**src/rtl/tinker_mem_arbiter_if.sv**
```systemverilog
// Requester and memory-side bus of tinker_mem_arbiter.
// The arbiter connects through the slave modport; the requester/memory side uses the master modport.
interface tinker_mem_arbiter_if;
  logic        if_req;
  logic [63:0] if_addr;
  logic        if_gnt;
  logic        if_rvalid;
  logic [31:0] if_rdata;
  logic        d_req;
  logic        d_we;
  logic [63:0] d_addr;
  logic [63:0] d_wdata;
  logic        d_gnt;
  logic        d_rvalid;
  logic [63:0] d_rdata;
  logic [63:0] mem_addr;
  logic        mem_read_instr;
  logic        mem_read_data;
  logic        mem_write;
  logic [63:0] mem_write_data;
  logic [31:0] mem_instr_in;
  logic [63:0] mem_data_in;
  logic        busy;

  modport slave (
    input  if_req, if_addr, d_req, d_we, d_addr, d_wdata, mem_instr_in, mem_data_in,
    output if_gnt, if_rvalid, if_rdata, d_gnt, d_rvalid, d_rdata,
           mem_addr, mem_read_instr, mem_read_data, mem_write, mem_write_data, busy
  );

  modport master (
    output if_req, if_addr, d_req, d_we, d_addr, d_wdata, mem_instr_in, mem_data_in,
    input  if_gnt, if_rvalid, if_rdata, d_gnt, d_rvalid, d_rdata,
           mem_addr, mem_read_instr, mem_read_data, mem_write, mem_write_data, busy
  );
endinterface

```
**src/rtl/tinker_mem_arbiter.sv**
```systemverilog
// Shares one memory port between instruction fetch and data load/store.
// Define TINKER_ARB_RR_EN for round-robin arbitration instead of data priority with a fetch starvation guard.
module tinker_mem_arbiter #(
  parameter int MEM_LAT    = 1,
  parameter int STARVE_MAX = 4
) (
  input  logic                  clk,
  input  logic                  reset,
  tinker_mem_arbiter_if.slave   bus
);
  localparam int CNT_W = $clog2(MEM_LAT + 1);
  localparam logic [CNT_W-1:0] CNT_LAST = CNT_W'(MEM_LAT - 1);

  typedef enum logic {IDLE, BUSY} state_t;

  state_t           state, state_nxt;
  logic [CNT_W-1:0] cnt;
  logic             own_d;
  logic             is_store;
  logic             if_win, d_win;
  logic             if_gnt, d_gnt;

`ifdef TINKER_ARB_RR_EN
  logic last_d;

  // On conflict the requester that did not get the previous grant wins.
  always_comb begin
    if_win = bus.if_req && (!bus.d_req || last_d);
    d_win  = bus.d_req && !(bus.if_req && last_d);
  end

  always_ff @(posedge clk) begin
    if (reset)
      last_d <= 1'b0;
    else if (if_gnt || d_gnt)
      last_d <= d_gnt;
  end
`else
  localparam int SW = $clog2(STARVE_MAX + 1);
  localparam logic [SW-1:0] STARVE_TOP = SW'(STARVE_MAX);

  logic [SW-1:0] starve_cnt;
  logic          starved;

  assign starved = (starve_cnt == STARVE_TOP);

  always_comb begin
    if_win = bus.if_req && (!bus.d_req || starved);
    d_win  = bus.d_req && !(bus.if_req && starved);
  end

  // Counts data grants taken while fetch waits; saturates so fetch keeps winning.
  always_ff @(posedge clk) begin
    if (reset || if_gnt || !bus.if_req)
      starve_cnt <= '0;
    else if (d_gnt && !starved)
      starve_cnt <= starve_cnt + 1'b1;
  end
`endif

  always_comb begin
    state_nxt = state;
    if_gnt    = 1'b0;
    d_gnt     = 1'b0;
    case (state)
      IDLE: begin
        if (!reset) begin
          if_gnt = if_win;
          d_gnt  = d_win;
          if (if_win || d_win) state_nxt = BUSY;
        end
      end
      BUSY: begin
        if (cnt == '0) state_nxt = IDLE;
      end
      default: state_nxt = IDLE;
    endcase
  end

  always_ff @(posedge clk) begin
    if (reset) state <= IDLE;
    else       state <= state_nxt;
  end

  assign bus.if_gnt = if_gnt;
  assign bus.d_gnt  = d_gnt;
  assign bus.busy   = (state == BUSY);

  // Grant edge: latch the access; BUSY: hold it, then capture the response.
  always_ff @(posedge clk) begin
    if (reset) begin
      cnt                <= '0;
      own_d              <= 1'b0;
      is_store           <= 1'b0;
      bus.mem_addr       <= '0;
      bus.mem_write_data <= '0;
      bus.mem_read_instr <= 1'b0;
      bus.mem_read_data  <= 1'b0;
      bus.mem_write      <= 1'b0;
      bus.if_rdata       <= '0;
      bus.d_rdata        <= '0;
      bus.if_rvalid      <= 1'b0;
      bus.d_rvalid       <= 1'b0;
    end else begin
      bus.if_rvalid <= 1'b0;
      bus.d_rvalid  <= 1'b0;
      if (if_gnt || d_gnt) begin
        cnt                <= CNT_LAST;
        own_d              <= d_gnt;
        is_store           <= d_gnt && bus.d_we;
        bus.mem_addr       <= d_gnt ? bus.d_addr : bus.if_addr;
        bus.mem_read_instr <= if_gnt;
        bus.mem_read_data  <= d_gnt && !bus.d_we;
        bus.mem_write      <= d_gnt && bus.d_we;
        if (d_gnt && bus.d_we) bus.mem_write_data <= bus.d_wdata;
      end else if (state == BUSY) begin
        bus.mem_write <= 1'b0;
        if (cnt == '0) begin
          bus.mem_read_instr <= 1'b0;
          bus.mem_read_data  <= 1'b0;
          if (own_d) begin
            bus.d_rdata  <= is_store ? '0 : bus.mem_data_in;
            bus.d_rvalid <= 1'b1;
          end else begin
            bus.if_rdata  <= bus.mem_instr_in;
            bus.if_rvalid <= 1'b1;
          end
        end else begin
          cnt <= cnt - 1'b1;
        end
      end
    end
  end
endmodule
```
**src/flat_wrapper.sv**
```systemverilog
// flat-port wrapper written by rule: the top's interface ports become plain ports
module tinker_mem_arbiter_flat 
#(
  parameter int MEM_LAT    = 1,
  parameter int STARVE_MAX = 4
)
  (clk, reset, bus_if_req, bus_if_addr, bus_d_req, bus_d_we, bus_d_addr, bus_d_wdata, bus_mem_instr_in, bus_mem_data_in, bus_if_gnt, bus_if_rvalid, bus_if_rdata, bus_d_gnt, bus_d_rvalid, bus_d_rdata, bus_mem_addr, bus_mem_read_instr, bus_mem_read_data, bus_mem_write, bus_mem_write_data, bus_busy);
  tinker_mem_arbiter_if bus_i ();
  input  logic clk;
  input  logic reset;
  input wire logic [$bits(bus_i.if_req)-1:0] bus_if_req;
  input wire logic [$bits(bus_i.if_addr)-1:0] bus_if_addr;
  input wire logic [$bits(bus_i.d_req)-1:0] bus_d_req;
  input wire logic [$bits(bus_i.d_we)-1:0] bus_d_we;
  input wire logic [$bits(bus_i.d_addr)-1:0] bus_d_addr;
  input wire logic [$bits(bus_i.d_wdata)-1:0] bus_d_wdata;
  input wire logic [$bits(bus_i.mem_instr_in)-1:0] bus_mem_instr_in;
  input wire logic [$bits(bus_i.mem_data_in)-1:0] bus_mem_data_in;
  output wire logic [$bits(bus_i.if_gnt)-1:0] bus_if_gnt;
  output wire logic [$bits(bus_i.if_rvalid)-1:0] bus_if_rvalid;
  output wire logic [$bits(bus_i.if_rdata)-1:0] bus_if_rdata;
  output wire logic [$bits(bus_i.d_gnt)-1:0] bus_d_gnt;
  output wire logic [$bits(bus_i.d_rvalid)-1:0] bus_d_rvalid;
  output wire logic [$bits(bus_i.d_rdata)-1:0] bus_d_rdata;
  output wire logic [$bits(bus_i.mem_addr)-1:0] bus_mem_addr;
  output wire logic [$bits(bus_i.mem_read_instr)-1:0] bus_mem_read_instr;
  output wire logic [$bits(bus_i.mem_read_data)-1:0] bus_mem_read_data;
  output wire logic [$bits(bus_i.mem_write)-1:0] bus_mem_write;
  output wire logic [$bits(bus_i.mem_write_data)-1:0] bus_mem_write_data;
  output wire logic [$bits(bus_i.busy)-1:0] bus_busy;
  assign bus_i.if_req = bus_if_req;
  assign bus_i.if_addr = bus_if_addr;
  assign bus_i.d_req = bus_d_req;
  assign bus_i.d_we = bus_d_we;
  assign bus_i.d_addr = bus_d_addr;
  assign bus_i.d_wdata = bus_d_wdata;
  assign bus_i.mem_instr_in = bus_mem_instr_in;
  assign bus_i.mem_data_in = bus_mem_data_in;
  assign bus_if_gnt = bus_i.if_gnt;
  assign bus_if_rvalid = bus_i.if_rvalid;
  assign bus_if_rdata = bus_i.if_rdata;
  assign bus_d_gnt = bus_i.d_gnt;
  assign bus_d_rvalid = bus_i.d_rvalid;
  assign bus_d_rdata = bus_i.d_rdata;
  assign bus_mem_addr = bus_i.mem_addr;
  assign bus_mem_read_instr = bus_i.mem_read_instr;
  assign bus_mem_read_data = bus_i.mem_read_data;
  assign bus_mem_write = bus_i.mem_write;
  assign bus_mem_write_data = bus_i.mem_write_data;
  assign bus_busy = bus_i.busy;
  tinker_mem_arbiter #(.MEM_LAT(MEM_LAT), .STARVE_MAX(STARVE_MAX)) u_core (.clk(clk), .reset(reset), .bus(bus_i));
endmodule
```
**config.mk**
```make
export PLATFORM = sky130hd
export DESIGN_NAME = tinker_mem_arbiter_flat
export DESIGN_NICKNAME = d
export VERILOG_FILES = /design/src/rtl/tinker_mem_arbiter_if.sv /design/src/rtl/tinker_mem_arbiter.sv /design/src/flat_wrapper.sv
export SDC_FILE = /design/constraint.sdc
export NUM_CORES = 1
export LEC_CHECK = 0
export ABC_AREA = 0
export CAP_MARGIN = 20
export CORE_AREA = 2 2 206 208
export DETAILED_ROUTE_END_ITERATION = 6
export DIE_AREA = 0 0 208 210
export GPL_ROUTABILITY_DRIVEN = 1
export PLACE_DENSITY = 0.49
export SLEW_MARGIN = 20
export SYNTH_ARGS = -nofsm -noshare
export SYNTH_HDL_FRONTEND = slang
export SYNTH_SLANG_ARGS = --single-unit
export TNS_END_PERCENT = 100
```
**constraint.sdc**
```tcl
create_clock -name clk -period 2.7 [get_ports clk]
set_clock_uncertainty 0.15 [all_clocks]
set_input_delay 0.81 -clock clk [delete_from_list [all_inputs] [get_ports clk]]
set_output_delay 0.81 -clock clk [all_outputs]
set_load 0.01 [all_outputs]
```
==> impl_metrics.json <==
{
  "root_buffer": "clkbuf_16",
  "start_util": 0.2199,
  "path_class": "input pin to output port",
  "p_per_area_nw_per_um2": 576.5,
  "min_period_ps": 2624,
  "ys_warn_count": 0,
  "clock_latency_ps": 560,
  "critPathCaptureType": "output port",
  "ys_seq_elements": 235,
  "antenna_found_initial": 0,
  "die_h_um": 210,
  "crit_family": "buffers and inverters",
  "hpwl_um": 26470,
  "min_to": "u_core.bus.if_rdata[30]$_SDFFE_PP0P_",
  "grt_pass1_vias": 9244,
  "ant_nets": 0,
  "dp.cells": 1929,
  "drtIter0Drc": 544,
  "routed_via_density": 4.666,
  "syn_area_um2": 9122,
  "pre_cts_slack_ps": -669.2,
  "htree_num_levels": 1,
  "design.portCount": 525,
  "finalSetupTns_ps": 0,
  "fin_crit_sh": 0.9719,
  "ff2ff_path_depth": 6,
  "grt_max_degree": 130,
  "wirelength_um": 38210,
  "synth_cell_types": 32,
  "peakVddDrop_v": 0.0004446,
  "synth_fp_nets": 1229,
  "cpPeakStageDelay_ps": 220,
  "max_freq_ghz": 0.3811,
  "worstSetupStartpointType": "input pin",
  "relSlewSlack": 0.3316,
  "regArea_um2": 4707,
  "fillers": 4176,
  "r2r-start": "u_core.starve_cnt[1]$_SDFFE_PP0P_",
  "p_switching_mw": 2.271,
  "crit_path_cell_trace": "buf_2 -> buf_4 -> a21boi_2 -> nor3_4 -> buf_6 -> buf_4",
  "clock_path_buffers": 3,
  "p_leak_nw": 5.833,
  "cts_tree": "done",
  "grt-ovfl-total": 0,
  "routabilityCongestion": 0.7815,
  "synth_edf_count": 0,
  "portBuffers": 524,
  "insertedDiodeCount": 0,
  "final_cell_count_no_fill": 1980,
  "dieArea_um2": 43680,
  "cts.sinks": 235,
  "hold_viol": 0,
  "hold_class": "flop to flop",
  "post-route-cell-area_um2": 16100,
  "placed_area_um2": 15080,
  "crit_path_top_delay_cell": "nor3_4",
  "finalPower_mw": 9.283,
  "worstReg2RegEnd": "u_core.bus.mem_addr[3]$_SDFFE_PP0P_",
  "final.setup.worst_slack_ps": 75.75,
  "switching_share": 0.2446,
  "p_clk_frac": 0.427,
  "cp_max_fo": 2,
  "area_delta_synth_final_pct": 76.52,
  "synth_flop_cell": "dfxtp_1",
  "postSynth.asyncResetShare": 0,
  "grt_first_pass_wirelength_um": 57360,
  "multiInputGateArea_um2": 4036,
  "vias": 9238,
  "arrival_ps": 1660,
  "path_buf_inv": 4,
  "seq_area_frac_synth": 0.5157,
  "holdPathStages": 2,
  "coreArea_um2": 41480,
  "drt-wirelength-per-cell_um": 19.30,
  "timing.hold.ws_ps": 304.3,
  "comb_power_share": 0.168,
  "dr.pass1.iters": 5,
  "numCtsBuffers": 30,
  "clk_transition_reported_paths_ps": 60,
  "crit_required_ps": 1740,
  "dieWidth_um": 208,
  "drive_above_1_share": 0.1083,
  "drc_errors": 0,
  "crit_top_cell": "buf_4",
  "r2r_slack_ps": 590,
  "synth_cells": 934,
  "row_count": 75,
  "fin_nets": 1718,
  "finalSetupViolations": 0,
  "grt_usage": 0.1651,
  "max_cap_violations": 0,
  "pwr-share-seq": 0.405,
  "slew_viol_final": 0,
  "outcome": "finished, final reports clean",
  "utilization": 0.3882,
  "synth_area_per_cell_um2": 9.767,
  "power.internal_mw": 7.012,
  "worst_pin_slew_ps": 1003,
  "min_from": "u_core.bus.if_rdata[30]$_SDFFE_PP0P_"
}
tightest hold or removal path, cell delays in order, from the launching register on:
cell and delay [ps]:
dfxtp_1 310, nand2_1 50, a21oi_1 50
kinds of logic after synthesis:
| kind of cell | count (synthesis) | share of synthesized area |
|---|---|---|
| compound gates | 307 | 0.2226 |
| flops | 235 | 0.5157 |
| simple gates | 217 | 0.1295 |
| buf+inv | 109 | 0.05047 |
| mux | 64 | 0.07900 |
| fa+ha+maj | 2 | 0.002743 |
sequential cells by signal, summed over array words and instances, names as in the netlist:
name                       flops
u_core.bus.d_rdata            64
u_core.bus.mem_addr           64
u_core.bus.mem_write_data     64
u_core.bus.if_rdata           32
u_core.starve_cnt              3
u_core.bus.busy                1
u_core.bus.d_rvalid            1
u_core.bus.if_rvalid           1
u_core.bus.mem_read_data       1
u_core.bus.mem_read_instr      1
u_core.bus.mem_write           1
u_core.is_store                1
u_core.own_d                   1
routing by layer:
layer | global-route usage | up-vias | part of all wire | wire [um]
met5 | 0 | - | 0 | 0
met4 | 0.04916 | 0 | 0.024 | 925
met3 | 0.04350 | 56 | 0.074 | 2833
met2 | 0.2846 | 351 | 0.49 | 18650
met1 | 0.2017 | 4395 | 0.41 | 15800
li1 | - | 4436 | - | -
how the worst max path moves through the flow:
stage,startpoint,endpoint,slack [ps],cells past startpoint
after floorplan,bus_d_req,bus_d_gnt,20,5
after global placement,bus_if_req,bus_if_gnt,-720,5
after detailed placement,bus_if_req,bus_if_gnt,-670,5
after CTS,u_core.bus.busy$_SDFF_PP0_,bus_if_gnt,40,4
after global routing,u_core.starve_cnt[1]$_SDFFE_PP0P_,bus_if_gnt,-6,6
final,bus_d_req,bus_if_gnt,80,6
power groups by stage:
stage | Clock (mW) | Sequential (mW) | Combinational [mW]
floorplan | 0 | 3.91 | 0.472
finish | 3.97 | 3.76 | 1.56
global placement | 0 | 3.83 | 1.56
CTS | 4.11 | 3.76 | 1.58
detailed placement | 0 | 3.83 | 1.57
global route | 4.25 | 3.78 | 1.67
cells in the mapped netlist (6+ instances only):
cell | number | share of area
mux2_1 | 14 | 0.017
mux2_2 | 50 | 0.062
a21oi_1 | 104 | 0.057
nand2_1 | 66 | 0.027
nor2_1 | 6 | 0.0025
nor2b_1 | 66 | 0.045
dfxtp_1 | 235 | 0.52
clkbuf_1 | 69 | 0.028
o21ai_0 | 69 | 0.038
nand4_1 | 65 | 0.045
a311oi_1 | 64 | 0.061
buf_2 | 26 | 0.014
a22o_1 | 64 | 0.061
buf_1 | 7 | 0.0029
timing repair:
action                                  CTS  global route
gates resized for setup                  18             4
hold buffers                              0             0
gates cloned                              0             0
setup buffers                             0             1
pin swaps                                 1             2
endpoints found under the setup margin    3             1
hold endpoints to repair                  0             0
placed cells by master (no fill, tap or decap), drive strengths merged, types with 64 or more instances in the layout:
| master | netlist | layout |
|---|---|---|
| a21oi | 104 | 104 |
| a22o | 64 | 64 |
| a311oi | 64 | 64 |
| clkdlybuf4s50 | 0 | 518 |
| dfxtp | 235 | 235 |
| mux2 | 64 | 64 |
| nand2 | 66 | 66 |
| nand4 | 65 | 65 |
| nor2b | 66 | 66 |
| o21ai | 69 | 69 |
layout make-up:
| type | count | share of cell area |
|---|---|---|
| clock buffer | 46 | 0.05781 |
| inverter | 4 | 0.0009324 |
| sequential | 235 | 0.2923 |
| tap | 539 | 0.04188 |
| multi-input combinational | 590 | 0.2507 |
| clock inverter | 4 | 0.003497 |
| timing repair buffer | 562 | 0.3529 |
Power figures use the tool's default switching activity.
